<file path="config.mk">
export PLATFORM = sky130hd
export DESIGN_NAME = vga_obj_engine
export DESIGN_NICKNAME = d
export VERILOG_FILES = /design/src/rtl/vga_obj_engine.sv
export SDC_FILE = /design/constraint.sdc
export NUM_CORES = 2
export LEC_CHECK = 0
export ABC_AREA = 1
export CORE_ASPECT_RATIO = 1.25
export CORE_MARGIN = 5
export CORE_UTILIZATION = 60
export DETAILED_ROUTE_END_ITERATION = 10
export HOLD_SLACK_MARGIN = 0.08
export PLACE_DENSITY_LB_ADDON = 0.08
export SLEW_MARGIN = 30
export SYNTH_ARGS = -nofsm -noshare
export SYNTH_HDL_FRONTEND = slang
export SYNTH_SLANG_ARGS = --single-unit
</file>
<file path="constraint.sdc">
create_clock -name clk -period 10.55 [get_ports clk]
set_input_delay 1.5825 -clock clk [delete_from_list [all_inputs] [get_ports clk]]
set_output_delay 1.5825 -clock clk [all_outputs]
set_load 0.02 [all_outputs]
</file>
<file path="src/rtl/vga_obj_engine.sv">
// VGA timing generator that renders N_OBJ shadow/active double-buffered shapes over a background.
// Stage 1 registers per-object offsets and squares; stage 2 resolves priority onto the pins.
module vga_obj_engine #(
  parameter int unsigned H_ACT   = 640,
  parameter int unsigned H_FRONT = 16,
  parameter int unsigned H_SYNC  = 96,
  parameter int unsigned H_BACK  = 48,
  parameter int unsigned V_ACT   = 480,
  parameter int unsigned V_FRONT = 10,
  parameter int unsigned V_SYNC  = 2,
  parameter int unsigned V_BACK  = 33,
  parameter int unsigned N_OBJ   = 4,
  parameter logic [23:0] BG      = 24'h000000
) (
  input  logic                       clk,
  input  logic                       rst,
  input  logic                       cmd_valid,
  output logic                       cmd_ready,
  input  logic [$clog2(N_OBJ)-1:0]   cmd_obj,
  input  logic [2:0]                 cmd_field,
  input  logic [23:0]                cmd_data,
  output logic                       vga_hs,
  output logic                       vga_vs,
  output logic                       vga_blank_n,
  output logic [7:0]                 vga_r,
  output logic [7:0]                 vga_g,
  output logic [7:0]                 vga_b,
  output logic                       frame_start
);

  localparam int unsigned CNT_W = 12;
  localparam int unsigned CRD_W = 11;
  localparam int unsigned D_W   = 13;
  localparam int unsigned P_W   = 26;
  localparam int unsigned E_W   = 15;

  localparam logic [CNT_W-1:0] H_LAST = CNT_W'(H_ACT + H_FRONT + H_SYNC + H_BACK - 1);
  localparam logic [CNT_W-1:0] V_LAST = CNT_W'(V_ACT + V_FRONT + V_SYNC + V_BACK - 1);
  localparam logic [CNT_W-1:0] V_CMT  = CNT_W'(V_ACT - 1);
  localparam logic [CNT_W-1:0] H_ACT_C = CNT_W'(H_ACT);
  localparam logic [CNT_W-1:0] V_ACT_C = CNT_W'(V_ACT);
  localparam logic [CNT_W-1:0] HS_BEG = CNT_W'(H_ACT + H_FRONT);
  localparam logic [CNT_W-1:0] HS_END = CNT_W'(H_ACT + H_FRONT + H_SYNC);
  localparam logic [CNT_W-1:0] VS_BEG = CNT_W'(V_ACT + V_FRONT);
  localparam logic [CNT_W-1:0] VS_END = CNT_W'(V_ACT + V_FRONT + V_SYNC);

  localparam logic [1:0] SH_SQ = 2'd1;
  localparam logic [1:0] SH_CI = 2'd2;
  localparam logic [1:0] SH_TR = 2'd3;

  typedef struct packed {
    logic [CRD_W-1:0] x;
    logic [CRD_W-1:0] y;
    logic [CRD_W-1:0] r;
    logic [1:0]       shape;
    logic [23:0]      colour;
  } obj_t;

  logic             r_run;
  logic [CNT_W-1:0] r_h, r_v;
  logic [CNT_W-1:0] w_h_nxt, w_v_nxt;
  logic             w_commit, w_commit_nxt, w_acc;
  logic             r_cmd_ready, r_frame_start;

  obj_t r_shadow [N_OBJ];
  obj_t r_active [N_OBJ];

  // Counters hold for the first edge after reset so that cycle shows h=v=0 with ready high.
  always_comb begin
    w_h_nxt = r_h;
    w_v_nxt = r_v;
    if (r_run) begin
      if (r_h == H_LAST) begin
        w_h_nxt = '0;
        w_v_nxt = (r_v == V_LAST) ? '0 : r_v + 1'b1;
      end else begin
        w_h_nxt = r_h + 1'b1;
      end
    end
  end

  assign w_commit     = (r_h == H_LAST) && (r_v == V_CMT);
  assign w_commit_nxt = (w_h_nxt == H_LAST) && (w_v_nxt == V_CMT);
  assign w_acc        = cmd_valid && r_cmd_ready;

  always_ff @(posedge clk or negedge rst) begin
    if (!rst) begin
      r_run         <= 1'b0;
      r_h           <= '0;
      r_v           <= '0;
      r_cmd_ready   <= 1'b0;
      r_frame_start <= 1'b0;
    end else begin
      r_run         <= 1'b1;
      r_h           <= w_h_nxt;
      r_v           <= w_v_nxt;
      r_cmd_ready   <= !w_commit_nxt;
      r_frame_start <= w_commit_nxt;
    end
  end

  // Commands land in the shadow set; the whole shadow set is copied on the commit cycle.
  always_ff @(posedge clk or negedge rst) begin
    if (!rst) begin
      for (int i = 0; i < N_OBJ; i++) begin
        r_shadow[i] <= '0;
        r_active[i] <= '0;
      end
    end else begin
      if (w_acc) begin
        case (cmd_field)
          3'd0:    r_shadow[cmd_obj].x      <= cmd_data[CRD_W-1:0];
          3'd1:    r_shadow[cmd_obj].y      <= cmd_data[CRD_W-1:0];
          3'd2:    r_shadow[cmd_obj].r      <= cmd_data[CRD_W-1:0];
          3'd3:    r_shadow[cmd_obj].shape  <= cmd_data[1:0];
          3'd4:    r_shadow[cmd_obj].colour <= cmd_data;
          default: ;
        endcase
      end
      if (w_commit) begin
        for (int i = 0; i < N_OBJ; i++) r_active[i] <= r_shadow[i];
      end
    end
  end

  logic signed [D_W-1:0] w_dx [N_OBJ];
  logic signed [D_W-1:0] w_dy [N_OBJ];
  logic [D_W-1:0]        w_adx [N_OBJ];
  logic [D_W-1:0]        w_ady [N_OBJ];
  logic                  w_act, w_hs, w_vs;

  always_comb begin
    for (int i = 0; i < N_OBJ; i++) begin
      w_dx[i]  = $signed({1'b0, r_h}) - $signed({2'b00, r_active[i].x});
      w_dy[i]  = $signed({1'b0, r_v}) - $signed({2'b00, r_active[i].y});
      w_adx[i] = w_dx[i][D_W-1] ? D_W'(-w_dx[i]) : D_W'(w_dx[i]);
      w_ady[i] = w_dy[i][D_W-1] ? D_W'(-w_dy[i]) : D_W'(w_dy[i]);
    end
  end

  assign w_act = (r_h < H_ACT_C) && (r_v < V_ACT_C);
  assign w_hs  = !((r_h >= HS_BEG) && (r_h < HS_END));
  assign w_vs  = !((r_v >= VS_BEG) && (r_v < VS_END));

  logic [D_W-1:0]        r_s1_adx [N_OBJ];
  logic [D_W-1:0]        r_s1_ady [N_OBJ];
  logic signed [D_W-1:0] r_s1_dy  [N_OBJ];
  logic [P_W-1:0]        r_s1_dx2 [N_OBJ];
  logic [P_W-1:0]        r_s1_dy2 [N_OBJ];
  logic                  r_s1_act, r_s1_hs, r_s1_vs;

  always_ff @(posedge clk or negedge rst) begin
    if (!rst) begin
      for (int i = 0; i < N_OBJ; i++) begin
        r_s1_adx[i] <= '0;
        r_s1_ady[i] <= '0;
        r_s1_dy[i]  <= '0;
        r_s1_dx2[i] <= '0;
        r_s1_dy2[i] <= '0;
      end
      r_s1_act <= 1'b0;
      r_s1_hs  <= 1'b1;
      r_s1_vs  <= 1'b1;
    end else begin
      for (int i = 0; i < N_OBJ; i++) begin
        r_s1_adx[i] <= w_adx[i];
        r_s1_ady[i] <= w_ady[i];
        r_s1_dy[i]  <= w_dy[i];
        r_s1_dx2[i] <= P_W'(w_adx[i]) * P_W'(w_adx[i]);
        r_s1_dy2[i] <= P_W'(w_ady[i]) * P_W'(w_ady[i]);
      end
      r_s1_act <= w_act;
      r_s1_hs  <= w_hs;
      r_s1_vs  <= w_vs;
    end
  end

  logic [P_W-1:0]        w_rr  [N_OBJ];
  logic signed [E_W-1:0] w_rs  [N_OBJ];
  logic signed [E_W-1:0] w_dys [N_OBJ];
  logic signed [E_W-1:0] w_lhs [N_OBJ];
  logic [N_OBJ-1:0]      w_hit;
  logic [23:0]           w_pix;

  // Shape hit tests; the triangle test is 2|dx| <= dy+r in widened signed arithmetic.
  always_comb begin
    w_hit = '0;
    for (int i = 0; i < N_OBJ; i++) begin
      w_rr[i]  = P_W'(r_active[i].r) * P_W'(r_active[i].r);
      w_rs[i]  = $signed({4'b0000, r_active[i].r});
      w_dys[i] = $signed({{2{r_s1_dy[i][D_W-1]}}, r_s1_dy[i]});
      w_lhs[i] = $signed({1'b0, r_s1_adx[i], 1'b0});
      case (r_active[i].shape)
        SH_SQ:   w_hit[i] = (r_s1_adx[i] <= {2'b00, r_active[i].r}) &&
                            (r_s1_ady[i] <= {2'b00, r_active[i].r});
        SH_CI:   w_hit[i] = (r_s1_dx2[i] + r_s1_dy2[i]) <= w_rr[i];
        SH_TR:   w_hit[i] = (w_dys[i] >= -w_rs[i]) && (w_dys[i] <= w_rs[i]) &&
                            (w_lhs[i] <= w_dys[i] + w_rs[i]);
        default: w_hit[i] = 1'b0;
      endcase
    end
  end

  // Lowest-index hit wins, so scan from the top down.
  always_comb begin
    w_pix = BG;
    for (int i = N_OBJ - 1; i >= 0; i--) begin
      if (w_hit[i]) w_pix = r_active[i].colour;
    end
  end

  logic [23:0] r_rgb;
  logic        r_hs, r_vs, r_blank_n;

  always_ff @(posedge clk or negedge rst) begin
    if (!rst) begin
      r_rgb     <= '0;
      r_hs      <= 1'b1;
      r_vs      <= 1'b1;
      r_blank_n <= 1'b0;
    end else begin
      r_rgb     <= r_s1_act ? w_pix : 24'h000000;
      r_hs      <= r_s1_hs;
      r_vs      <= r_s1_vs;
      r_blank_n <= r_s1_act;
    end
  end

  assign vga_r       = r_rgb[23:16];
  assign vga_g       = r_rgb[15:8];
  assign vga_b       = r_rgb[7:0];
  assign vga_hs      = r_hs;
  assign vga_vs      = r_vs;
  assign vga_blank_n = r_blank_n;
  assign cmd_ready   = r_cmd_ready;
  assign frame_start = r_frame_start;

endmodule
</file>
==> summary.md <==
| Metric | Value |
|---|---|
| Status | completed |
| CP Launch Type | register |
| DR DRC count | 0 |
| Worst Max-Slew Pin Slew | about 1000 ps |
| Reg-to-reg slack, setup | 1840 ps |
| Crit path arrival time | roughly 9300 ps |
| Total gr overflow | 0 |
| Core footprint | about 0.17 mm2 |
| Cells after synthesis | between 10000 and 15000 |
| Total number of vias | a little over 80000 |
| Hold Buf Count CTS | 0 |
| Worst Skew | 41.0 ps |
| Drt wl/cell | around 18 um |
| Post-synthesis sequential area ratio | between 20% and 30% |
| Commonest non-fill, non-tap cells in the layout | inv_1, nand2_1, ha_1 |
| Period utilisation layout | between 80% and 90% |
| CTS buffer count | 98 |
| FF-to-FF Start | r_v[0]$_DFF_PN0_ |
| DR iter-0 viols | 5159 |
| # resized after CTS | 0 |
| Synth Flop Type | dfrtp_1 |
| Ys Warns | 0 |
| Clk slew on worst S/H paths | 70 ps |
| Largest net degree at the start of global routing | 160 |
| Crit. End Element | register |
| Commonest non-fill, non-tap cell in the layout | inv_1 |
| Die footprint | approximately 0.18 mm2 |
| Initial antenna violation count | 15 |
| Fmax | 0.115 GHz |
| Hold WC Path Type | reg2reg |
| WL final | between 200 and 300 mm |
| CP max stage delay | around 730 ps |
| Critical path required time | ~11000 ps |
| First-pass GRT wire length | about 440 mm |
| CP max-delay cell | xor2_1 |
| Setup_tns | 0 ps |
| Max-cap violations | 0 |
| Initial Util | between 60% and 70% |
| R2R depth | 31 |
| H-tree levels | 3 |
| NumNets Final | approximately 15000 |
| R2r endpoint | r_s1_dy2[24]$_DFF_PN0_ |
| RD Place Congestion | around 0.93 |
| Distinct cells, synth | between 70 and 80 |
| Worst-Skew Late Latency | 740 ps |
| Vias in the first global route | 83651 |
| Yosys reg bits | slightly below 900 |
| Synthesized cell area | just over 0.1 mm2 |
| Critical-path maximum fanout | 17 |
| Number of synthesized flops with an enable pin | 0 |
| I/O Buffers | 60 |
| Row count | 168 |
| CTS tree | done |
| Drt via density | ~5.5 |
| Layout cells sized above 1 | roughly 4.1% |
| Register Area | about 0.022 mm2 |
| Die W | roughly 380 um |
| DRT Pass-1 Iters | 6 |
| Area occupied by multi-input gates | just under 0.07 mm2 |
| Hpwl dp | between 200 and 250 mm |
| RSZ-0062 raised after global routing | false |
| Fill count | roughly 15000 |
| Area Growth Syn to Fin | 6.78% |
| Critical setup path kind | reg2reg |
| Worst setup endpoint | r_s1_dy2[24]$_DFF_PN0_ |
| Total setup buffers inserted after CTS | 0 |
| GRT Resource Usage Total | between 30% and 40% |
| Worst slew margin | about 31% |
| Final Max Slew Viols | 0 |
| # clock sinks | a little under 900 |
| FFs w/ async S/R, synth | 100% |
| Routed Antenna Nets | 0 |
| Final min period | roughly 8700 ps |
| Clock Path Buffers | 3 |
| CTS root buffer | clkbuf_16 |
| Final setup violation count | 0 |
| Final Hold Vio Count | 0 |
| Critical path startpoint | r_v[0]$_DFF_PN0_ |
| I/O pins | 61 |
| Mean post-synth cell area | between 8 and 9 um2 |
| Die Height | between 400 and 500 um |
[critical path: cells and delay by family (launching register included)]
kind            cells  cell delay, ps
fa+ha+maj           8            3360
compound gates     10            2460
xor+xnor            2             900
buf+inv             6             820
simple gates        5             650
flops               1             410
[routing by layer]
metal | part of all wire [%] | up-vias | GRT usage [%]
met1 | 41 | 39431 | 40.0
met3 | 5.6 | 576 | 4.09
met4 | 4.4 | 8 | 11.6
li1 | - | 38425 | -
met5 | 0.024 | - | 0
met2 | 49 | 2182 | 53.3
[sequential cells by signal, indices dropped and copies added (netlist names), 12 cells and up]
| name | count |
|---|---|
| r_s1_dy2 | 100 |
| r_s1_dy | 48 |
| r_shadow | 236 |
| r_h | 12 |
| r_v | 12 |
| r_s1_dx2 | 100 |
| r_s1_ady | 48 |
| r_rgb | 24 |
| r_s1_adx | 48 |
| r_active | 236 |
[stage by stage]
stage	worst slack (ps)	instances	utilization (%)	area [um2]	hold WS, ps
floorplan	3350	12492	-	102000	345
global placement	2020	14581	62.5	105000	347
detailed placement	1930	14583	62.5	105000	349
CTS	1900	14764	64.5	108000	359
global route	1270	14766	64.5	108000	365
finish	1840	14770	64.5	108000	356
[logic make-up (layout without fill, tap and decap cells)]
group	Yosys count	in the layout	synth area share, %
AO/OA/AOI/OAI	1591	1591	8.79
flip-flops	873	873	21.5
AND/OR/NAND/NOR	3788	3788	15.7
adder cells (fa/ha/maj)	2360	2360	36.8
other	2	151	0.00740
buffers and inverters	3151	3214	11.8
multiplexers	62	62	0.688
XOR/XNOR	521	521	4.69
[area by class of cell]
cell class | count | area share (%)
Antenna cell | 5 | 0.0115
Clock buffer | 129 | 2.57
Clock inverter | 52 | 0.517
Inverter | 2911 | 10.1
Multi-Input combinational cell | 8468 | 63.0
Sequential cell | 873 | 20.2
Tap cell | 2210 | 2.55
Timing Repair Buffer | 122 | 1.07
[worst min path at each step]
stage	to	slack (ps)	depth (start not counted)	startpoint
floorplan	vga_hs$_DFF_PN1_	350	0	r_s1_hs$_DFF_PN1_
global placement	vga_vs$_DFF_PN1_	350	0	r_s1_vs$_DFF_PN1_
detailed placement	vga_vs$_DFF_PN1_	350	0	r_s1_vs$_DFF_PN1_
CTS	vga_vs$_DFF_PN1_	360	0	r_s1_vs$_DFF_PN1_
global route	vga_vs$_DFF_PN1_	360	0	r_s1_vs$_DFF_PN1_
finish	vga_vs$_DFF_PN1_	360	0	r_s1_vs$_DFF_PN1_
[synth_stat cells (47+ instances only)]
cell type / instances / share of area (%)
nand4_1: 136 / 0.84
o21ai_0: 530 / 2.6
xor2_1: 348 / 3.0
o21bai_1: 49 / 0.36
fa_1: 1048 / 21
ha_1: 1312 / 16
nand2_1: 2082 / 7.7
a22oi_1: 57 / 0.42
mux2_2: 62 / 0.69
clkbuf_1: 184 / 0.68
a31oi_1: 47 / 0.29
a21o_1: 54 / 0.40
inv_1: 2867 / 11
a21oi_1: 654 / 3.2
o22ai_1: 53 / 0.33
nor2_1: 852 / 3.2
dfrtp_1: 869 / 21
nor3_1: 134 / 0.66
nand3_1: 397 / 2.0
xnor2_1: 156 / 1.3
Power is not shown: default switching activity piles up to over one toggle a cycle in this logic, so the estimate is an artifact.
